===== src/rtl/bcd_disp_pkg.sv =====
// Shared types and constants for the BCD accumulator / multiplexed display.
// Contents:
//   state_t   - accumulator control states (IDLE, ADD)
//   bcd_t     - one 4-bit BCD digit
//   SEG_0..9  - segment patterns {a,b,c,d,e,f,g}, a at MSB, active-high
//   SEG_BLANK - all segments off
package bcd_disp_pkg;

  typedef enum logic {
    ST_IDLE = 1'b0,
    ST_ADD  = 1'b1
  } state_t;

  typedef logic [3:0] bcd_t;

  localparam logic [6:0] SEG_0     = 7'b1111110;
  localparam logic [6:0] SEG_1     = 7'b0110000;
  localparam logic [6:0] SEG_2     = 7'b1101101;
  localparam logic [6:0] SEG_3     = 7'b1111001;
  localparam logic [6:0] SEG_4     = 7'b0110011;
  localparam logic [6:0] SEG_5     = 7'b1011011;
  localparam logic [6:0] SEG_6     = 7'b1011111;
  localparam logic [6:0] SEG_7     = 7'b1110000;
  localparam logic [6:0] SEG_8     = 7'b1111111;
  localparam logic [6:0] SEG_9     = 7'b1111011;
  localparam logic [6:0] SEG_BLANK = 7'b0000000;

endpackage


===== src/rtl/seg7_decode.sv =====
// Combinational BCD to seven-segment decoder.
// Ports:
//   digit - 4-bit input code
//   seg   - segments {a,b,c,d,e,f,g}, active-high; codes 10..15 give all off
module seg7_decode
  import bcd_disp_pkg::*;
(
  input  bcd_t       digit,
  output logic [6:0] seg
);

  always_comb begin
    seg = SEG_BLANK;
    case (digit)
      4'd0:    seg = SEG_0;
      4'd1:    seg = SEG_1;
      4'd2:    seg = SEG_2;
      4'd3:    seg = SEG_3;
      4'd4:    seg = SEG_4;
      4'd5:    seg = SEG_5;
      4'd6:    seg = SEG_6;
      4'd7:    seg = SEG_7;
      4'd8:    seg = SEG_8;
      4'd9:    seg = SEG_9;
      default: seg = SEG_BLANK;
    endcase
  end

endmodule


===== src/rtl/bcd_accum_display.sv =====
// BCD accumulator with a time-multiplexed seven-segment display.
// An accepted operand is added into the DIGITS-digit BCD accumulator one
// digit per cycle (digit 0 first); the display scanner independently cycles
// through the digits, holding each for SCAN_DIV clocks.
// Ports:
//   clk       - clock, all state on rising edge
//   rst_n     - synchronous active-low reset
//   clear     - synchronous clear of accumulator and overflow (beats add)
//   add_valid - operand offered
//   add_data  - BCD operand 0..9 (10..15 is flagged via err)
//   add_ready - operand can be accepted this cycle
//   err       - one-cycle pulse after an illegal operand is accepted
//   overflow  - sticky carry-out of the top digit
//   seg       - segments {a..g}, active-high, registered
//   digit_sel - one-hot digit enable, bit 0 = least-significant digit
// Build option: define LEADING_ZERO_BLANK_EN to blank leading zero digits.
module bcd_accum_display
  import bcd_disp_pkg::*;
#(
  parameter int DIGITS   = 4,
  parameter int SCAN_DIV = 1000
) (
  input  logic              clk,
  input  logic              rst_n,
  input  logic              clear,
  input  logic              add_valid,
  input  logic [3:0]        add_data,
  output logic              add_ready,
  output logic              err,
  output logic              overflow,
  output logic [6:0]        seg,
  output logic [DIGITS-1:0] digit_sel
);

  localparam int IW = $clog2(DIGITS);
  localparam int PW = (SCAN_DIV > 1) ? $clog2(SCAN_DIV) : 1;
  localparam logic [IW-1:0] LAST_DIGIT = IW'(DIGITS - 1);
  localparam logic [PW-1:0] LAST_PRE   = PW'(SCAN_DIV - 1);

  // ---------------- accumulator control ----------------
  state_t            state_reg, state_next;
  bcd_t [DIGITS-1:0] acc_reg, acc_next;
  bcd_t              operand_reg, operand_next;
  logic              carry_reg, carry_next;
  logic [IW-1:0]     k_reg, k_next;
  logic              overflow_reg, overflow_next;
  logic              err_reg, err_next;
  logic              accept;
  bcd_t              cur_digit;
  logic [4:0]        t_sum;

  // rst_n is folded in so the block never looks ready while held in reset.
  assign add_ready = rst_n && (state_reg == ST_IDLE) && !clear;
  assign accept    = add_valid && add_ready;

  always_comb begin
    state_next    = state_reg;
    acc_next      = acc_reg;
    operand_next  = operand_reg;
    carry_next    = carry_reg;
    k_next        = k_reg;
    overflow_next = overflow_reg;
    err_next      = 1'b0;
    cur_digit     = acc_reg[k_reg];
    // Operand only enters at digit 0; carry is always 0 there.
    t_sum = {1'b0, cur_digit} + {4'b0000, carry_reg} +
            ((k_reg == '0) ? {1'b0, operand_reg} : 5'd0);

    if (clear) begin
      state_next    = ST_IDLE;
      acc_next      = '0;
      overflow_next = 1'b0;
      carry_next    = 1'b0;
      k_next        = '0;
    end else begin
      case (state_reg)
        ST_IDLE: begin
          if (accept) begin
            if (add_data > 4'd9) begin
              err_next = 1'b1;
            end else begin
              operand_next = add_data;
              carry_next   = 1'b0;
              k_next       = '0;
              state_next   = ST_ADD;
            end
          end
        end
        ST_ADD: begin
          if (t_sum > 5'd9) begin
            acc_next[k_reg] = 4'(t_sum - 5'd10);
            carry_next      = 1'b1;
          end else begin
            acc_next[k_reg] = t_sum[3:0];
            carry_next      = 1'b0;
          end
          if (k_reg == LAST_DIGIT) begin
            state_next = ST_IDLE;
            k_next     = '0;
            if (t_sum > 5'd9) overflow_next = 1'b1;
          end else begin
            k_next = k_reg + IW'(1);
          end
        end
        default: state_next = ST_IDLE;
      endcase
    end
  end

  always_ff @(posedge clk) begin
    if (!rst_n) begin
      state_reg    <= ST_IDLE;
      acc_reg      <= '0;
      operand_reg  <= '0;
      carry_reg    <= 1'b0;
      k_reg        <= '0;
      overflow_reg <= 1'b0;
      err_reg      <= 1'b0;
    end else begin
      state_reg    <= state_next;
      acc_reg      <= acc_next;
      operand_reg  <= operand_next;
      carry_reg    <= carry_next;
      k_reg        <= k_next;
      overflow_reg <= overflow_next;
      err_reg      <= err_next;
    end
  end

  assign overflow = overflow_reg;
  assign err      = err_reg;

  // ---------------- display scanner ----------------
  logic [PW-1:0]     pre_reg, pre_next;
  logic [IW-1:0]     idx_reg, idx_next;
  logic [6:0]        seg_reg, seg_dec;
  logic [DIGITS-1:0] digit_sel_reg;
  logic [DIGITS-1:0] blank_mask;

  always_comb begin
    pre_next = pre_reg + PW'(1);
    idx_next = idx_reg;
    if (pre_reg == LAST_PRE) begin
      pre_next = '0;
      idx_next = (idx_reg == LAST_DIGIT) ? '0 : idx_reg + IW'(1);
    end
  end

`ifdef LEADING_ZERO_BLANK_EN
  // A digit is blank when it and every digit above it are zero; the chain
  // runs from the top digit down. Digit 0 always shows.
  for (genvar gi = 0; gi < DIGITS; gi++) begin : g_blank
    if (gi == 0) begin : g_lsd
      assign blank_mask[gi] = 1'b0;
    end else if (gi == DIGITS - 1) begin : g_msd
      assign blank_mask[gi] = (acc_reg[gi] == 4'd0);
    end else begin : g_mid
      assign blank_mask[gi] = (acc_reg[gi] == 4'd0) && blank_mask[gi+1];
    end
  end
`else
  assign blank_mask = '0;
`endif

  // Decode the digit that will be selected after this edge, so seg and
  // digit_sel update together.
  seg7_decode u_seg7_decode (
    .digit (acc_reg[idx_next]),
    .seg   (seg_dec)
  );

  always_ff @(posedge clk) begin
    if (!rst_n) begin
      pre_reg       <= '0;
      idx_reg       <= '0;
      seg_reg       <= SEG_0;
      digit_sel_reg <= {{(DIGITS-1){1'b0}}, 1'b1};
    end else begin
      pre_reg       <= pre_next;
      idx_reg       <= idx_next;
      seg_reg       <= blank_mask[idx_next] ? SEG_BLANK : seg_dec;
      digit_sel_reg <= {{(DIGITS-1){1'b0}}, 1'b1} << idx_next;
    end
  end

  assign seg       = seg_reg;
  assign digit_sel = digit_sel_reg;

endmodule


===== config.mk =====
export PLATFORM = sky130hd
export DESIGN_NAME = bcd_accum_display
export DESIGN_NICKNAME = d
export VERILOG_FILES = /design/src/rtl/bcd_disp_pkg.sv /design/src/rtl/seg7_decode.sv /design/src/rtl/bcd_accum_display.sv
export SDC_FILE = /design/constraint.sdc
export NUM_CORES = 1
export LEC_CHECK = 0
export BUFFER_PORTS_ARGS = -buffer_cell sky130_fd_sc_hd__buf_2
export CORE_MARGIN = 5
export CORE_UTILIZATION = 25
export CTS_CLUSTER_DIAMETER = 80
export DETAILED_ROUTE_END_ITERATION = 8
export GPL_TIMING_DRIVEN = 0
export PLACE_DENSITY = 0.48
export SLEW_MARGIN = 20
export SYNTH_ARGS = -nofsm -noshare
export SYNTH_HDL_FRONTEND = slang
export SYNTH_HIERARCHICAL = 1
export SYNTH_SLANG_ARGS = --single-unit

===== constraint.sdc =====
create_clock -name clk -period 3.4 [get_ports clk]
set_input_delay 0 -clock clk [delete_from_list [all_inputs] [get_ports clk]]
set_output_delay 0 -clock clk [all_outputs]
set_load 0.005 [all_outputs]

==> results of run 1 <==
-- synth_stat cells (7+ instances only) --
master,instances,area (µm²)
a21oi_1,15,75.07
dfxtp_1,49,980.9
nand3_1,9,45.04
nand2_1,15,56.30
mux2i_1,22,220.2
ha_1,16,200.2
nand2b_1,9,56.30
inv_1,9,33.78
nor2b_1,7,43.79
nor2_1,25,93.84
and2_1,12,75.07
o21ai_0,9,45.04
-- logic make-up (layout without fill, tap and decap cells) --
logic type	after synthesis	in the layout	synth area share
AOI/OAI and AO/OA	54	54	0.1418
DFF	49	49	0.3742
and+or+nand+nor	94	94	0.1904
muxes	27	27	0.1241
adders and majority gates	18	18	0.09165
xor gates and xnor gates	10	10	0.03341
buffers and inverters	22	61	0.04439
-- final cells by class --
class,count,area (µm²)
well taps,136,170.2
flip-flops and latches,49,982.2
clock inverters,3,26.28
multi-input cells,203,1568
repair buffers,31,195.2
clock buffers,5,68.82
inverters,9,33.78
fillers,1098,7141
plain buffers,13,92.59
-- critical path: stages (launching register included) --
cell	delay [ns]
dfxtp_2	0.34
clkbuf_8	0.16
mux4_2	0.55
inv_2	0.08
fa_2	0.20
inv_1	0.06
fa_2	0.58
inv_2	0.07
ha_2	0.19
a22oi_2	0.22
a31oi_2	0.14
mux2_4	0.36
o31ai_2	0.21
-- timing repair --
item	in CTS	in global routing
setup buffers	1	3
endpoints found under the hold margin	5	0
hold buffers	6	0
resized for setup	7	7
endpoints found under the setup margin	14	13
pin swaps	3	3
-- layer usage --
| layer | GRT usage | share of wire | up-vias |
|---|---|---|---|
| met3 | 0.02588 | 0.035 | 8 |
| met1 | 0.1187 | 0.49 | 917 |
| met2 | 0.1494 | 0.45 | 26 |
| li1 | - | - | 1036 |
| met4 | 0.03526 | 0.018 | 0 |
| met5 | 0 | 0 | - |
-- power by group --
part           internal [mW]  switching, mW
registers              0.579        0.00390
clock network          0.150          0.219
logic                 0.0270         0.0324
-- final timing paths --
path                                  from          end  slack [ns]  cells after the start
worst min-delay path                 rst_n       seg[4]        0.16                      3
worst max-delay path              k_reg[0]  acc_reg[10]        0.16                     12
worst max register to register    k_reg[0]  acc_reg[10]        0.16                     12
worst min register to register  pre_reg[0]   pre_reg[0]        0.46                      1
-- stage by stage --
| step | instances | worst slack [ns] | utilization | setup TNS [ns] | hold WS (ns) |
|---|---|---|---|---|---|
| 2_1_floorplan | 274 | 0.1263 | - | 0 | 0.1138 |
| 3_3_place_gp | 431 | -0.3177 | 0.2818 | -3.555 | 0.2340 |
| 3_5_place_dp | 431 | -0.3347 | 0.2818 | -3.833 | 0.2379 |
| 4_1_cts | 446 | 0.004950 | 0.3000 | 0 | 0.1790 |
| 5_1_grt | 449 | -0.002869 | 0.3052 | -0.002869 | 0.2002 |
| 6_report | 449 | 0.1628 | 0.3052 | 0 | 0.1600 |
==> run metrics, run 1 <==
Longest Clk Path Bufs 2; root buf cell clkbuf_8; WS Path Type flip-flop to flip-flop; maxcap violations 0; Overall Power around 1 mW; Pleak 1.290 nW; GR Overflow Total 0; DIE AREA between 0.01 and 0.015 mm²; minimum clock period 3.237 ns; first-pass GRT wire length roughly 9600 µm; Antenna diodes 0; yosys warns 6; NumNets Final between 300 and 400; Critical Path Start Type flip-flop; Worst Skew approximately 0.015 ns; syn nets 300; post-DP HPWL 4143 µm; worst-margin pin slew about 0.62 ns; slew margin rel. 0.5722; core box area slightly above 0.01 mm²; CTS sink count 49; total CTS buffers 5; vias in the first global route between 1500 and 2000; Post-synth EDFFs 0; max-slew violation count 0; total I/O pin count 22; syn avg cell area about 9.6 µm²; WL/cell around 13 µm; Core Rows 37; Critical Path Fanout Max 6; dominant synthesized flop cell dfxtp_1; FF+latch count, synth 49; critical path required time 3.63 ns; post-synthesis cell count ~270; gpl congestion ~0.74; most common cell after layout, fill and taps aside dfxtp_1; Worst setup EP type flip-flop; P per Cell Area ~320 mW/mm²; port bufs 21; run status finished, final reports clean; share of the clock period used by the worst path 0.9521; cell area after layout 0.003137 mm²; setup violators final 0; DRC Markers 0; Netlist cell types 44; Area growth syn-to-layout 19.67%; synthesized area approximately 0.0026 mm²; initial DRC count 62; worst skew pair latency about 0.32 ns; drt first pass iters 4; hold violation total from the final report 0; max reg flops 12; sequential area share after synthesis 0.3742; Die Wd approximately 110 µm; Initial Util 0.2551; Post-synth ARST share 0; Die Ht roughly 110 µm; antenna violations before repair 0; worst vdd ir 0.1446 mV; CTS tree built; worst hold path class input port to flip-flop; WL final between 5000 and 6000 µm; Critical Path AT approximately 3.5 ns; CTS clk-pin slew, worst paths approximately 0.1 ns; largest net degree at the start of global routing 18; DR vias/cell 4.425; GRT Util Overall 0.09294; layout cells sized above 1 0.2204; most frequent cells in the layout dfxtp_1, nor2_1, buf_2; ANT nets after route 0; Max Freq between 300 and 400 MHz; DP Area about 0.0029 mm²; htree depth 2; total via count in the routed design 1987
(Power assumes the default switching activity.)
==> run 2, diff against run 1 <==
MAX_ROUTING_LAYER = met4   (was default)
==> run metrics, run 2 (same netlist as run 1, synthesis figures left out) <==
worst hold path class input port to flip-flop; largest net degree at the start of global routing 18; GR Overflow Total 0; R2R depth 12; post-DP HPWL around 4100 µm; Critical Path Fanout Max 6; critical hold path startpoint rst_n; most common cell after layout, fill and taps aside dfxtp_1; core box area between 0.01 and 0.015 mm²; Longest Clk Path Bufs 2; max reg flops 12; Critical Path AT roughly 3.5 ns; total via count in the routed design just under 2000; reg-to-reg setup timing slack 0.16 ns; setup violators final 0; DIE AREA ~0.013 mm²; CTS sink count between 40 and 50; worst vdd ir around 0.15 mV; GRT Util Overall 0.09545; Pleak 1.290 nW; minimum clock period approximately 3.2 ns; Core Rows 37; antenna violations before repair 0; max-slew violation count 0; layout cells sized above 1 0.2204; Die Ht around 110 µm; placed cell count 431; root buf cell clkbuf_8; initial DRC count 74; Antenna diodes 0; DP Area ~0.0029 mm²; cell area after layout around 0.0031 mm²; DRC Markers 0; NumNets Final ~340; WL final 5614 µm; gpl congestion ~0.75; WS Path Type flip-flop to flip-flop; Initial Util 0.2551; Worst Skew 0.01152 ns; final setup TNS 0 ns; port bufs 21; WL/cell between 10 and 15 µm; Overall Power slightly above 1 mW; ANT nets after route 0; total CTS buffers 5; Die Wd 112.4 µm; Critical Path Start Type flip-flop; htree depth 2; drt first pass iters 4; first-pass GRT wire length roughly 9600 µm; worst-margin pin slew about 0.62 ns; P per Cell Area around 320 mW/mm²; crit path to acc_reg[10]; worst skew pair latency about 0.31 ns; Setup crit start k_reg[0]; Max Freq roughly 300 MHz; hold violation total from the final report 0; worst r2r dst acc_reg[10]; Area growth syn-to-layout 19.67%; vias in the first global route around 2000; number of fillers in the final layout between 1000 and 1500; critical path required time approximately 3.6 ns; DR vias/cell around 4.4; most frequent cells in the layout dfxtp_1, nor2_1, buf_2; Worst setup EP type flip-flop; worst r2r src k_reg[0]; run status finished, final reports clean; CTS tree built; Non-Filler Instances between 400 and 500; total I/O pin count 22; maxcap violations 0; share of the clock period used by the worst path 0.9534; CTS clk-pin slew, worst paths 0.10 ns; slew margin rel. 0.5722
==> run 2: cell counts in the layout (fill, tap and decap cells not counted) <==
No cell type changed its count.
==> run 2: routing by layer <==
metal	global-route usage	vias up	share of wire
met5	-	-	0
met4	0.03526	0	0.018
met3	0.02588	8	0.033
met2	0.1490	28	0.46
met1	0.1183	907	0.49
li1	-	1035	-
==> run 2: how the worst min path moves through the flow <==
stage | end | cells after the start
after global placement | err | 3
after global routing | seg[2] | 3
after floorplan | err | 2
after CTS | seg[4] | 3
after detailed placement | err | 3
final | seg[4] | 3
==> run 2: where the power goes <==
group          total [mW]  switching (mW)  internal [mW]
logic              0.0594          0.0324         0.0270
clock network       0.368           0.218          0.150
registers           0.583         0.00391          0.579
==> run 2: stage by stage <==
stage                 util  hold WS [ns]  worst slack (ns)
floorplan                -        0.1138            0.1263
global placement    0.2818        0.2340           -0.3177
detailed placement  0.2818        0.2379           -0.3347
CTS                 0.3000        0.1790          0.004950
global route        0.3052        0.2003         -0.002869
finish              0.3052        0.1606            0.1585
==> run 2: area by class of cell <==
class	instances	area, µm²	share of cell area
inverter	9	33.78	0.01077
clock inverter	3	26.28	0.008377
tap	136	170.2	0.05425
buffer	13	92.59	0.02952
sequential	49	982.2	0.3131
timing repair buffer	31	195.2	0.06223
clock buffer	5	68.82	0.02194
multi-input combinational	203	1568	0.4998
==> run 2: timing repair <==
action                                  in CTS  in global routing
endpoints found under the setup margin      14                 13
pin swaps                                    3                  3
gates resized for setup                      7                  7
hold buffers                                 6                  0
setup buffers                                1                  3
hold endpoints to repair                     5                  0
==> run 2: critical path: stages (launching register included) <==
cell and delay, ns:
dfxtp_2 0.34, clkbuf_8 0.16, mux4_2 0.55, inv_2 0.08, fa_2 0.20, inv_1 0.06
fa_2 0.58, inv_2 0.07, ha_2 0.19, a22oi_2 0.22, a31oi_2 0.14, mux2_4 0.36
o31ai_2 0.21
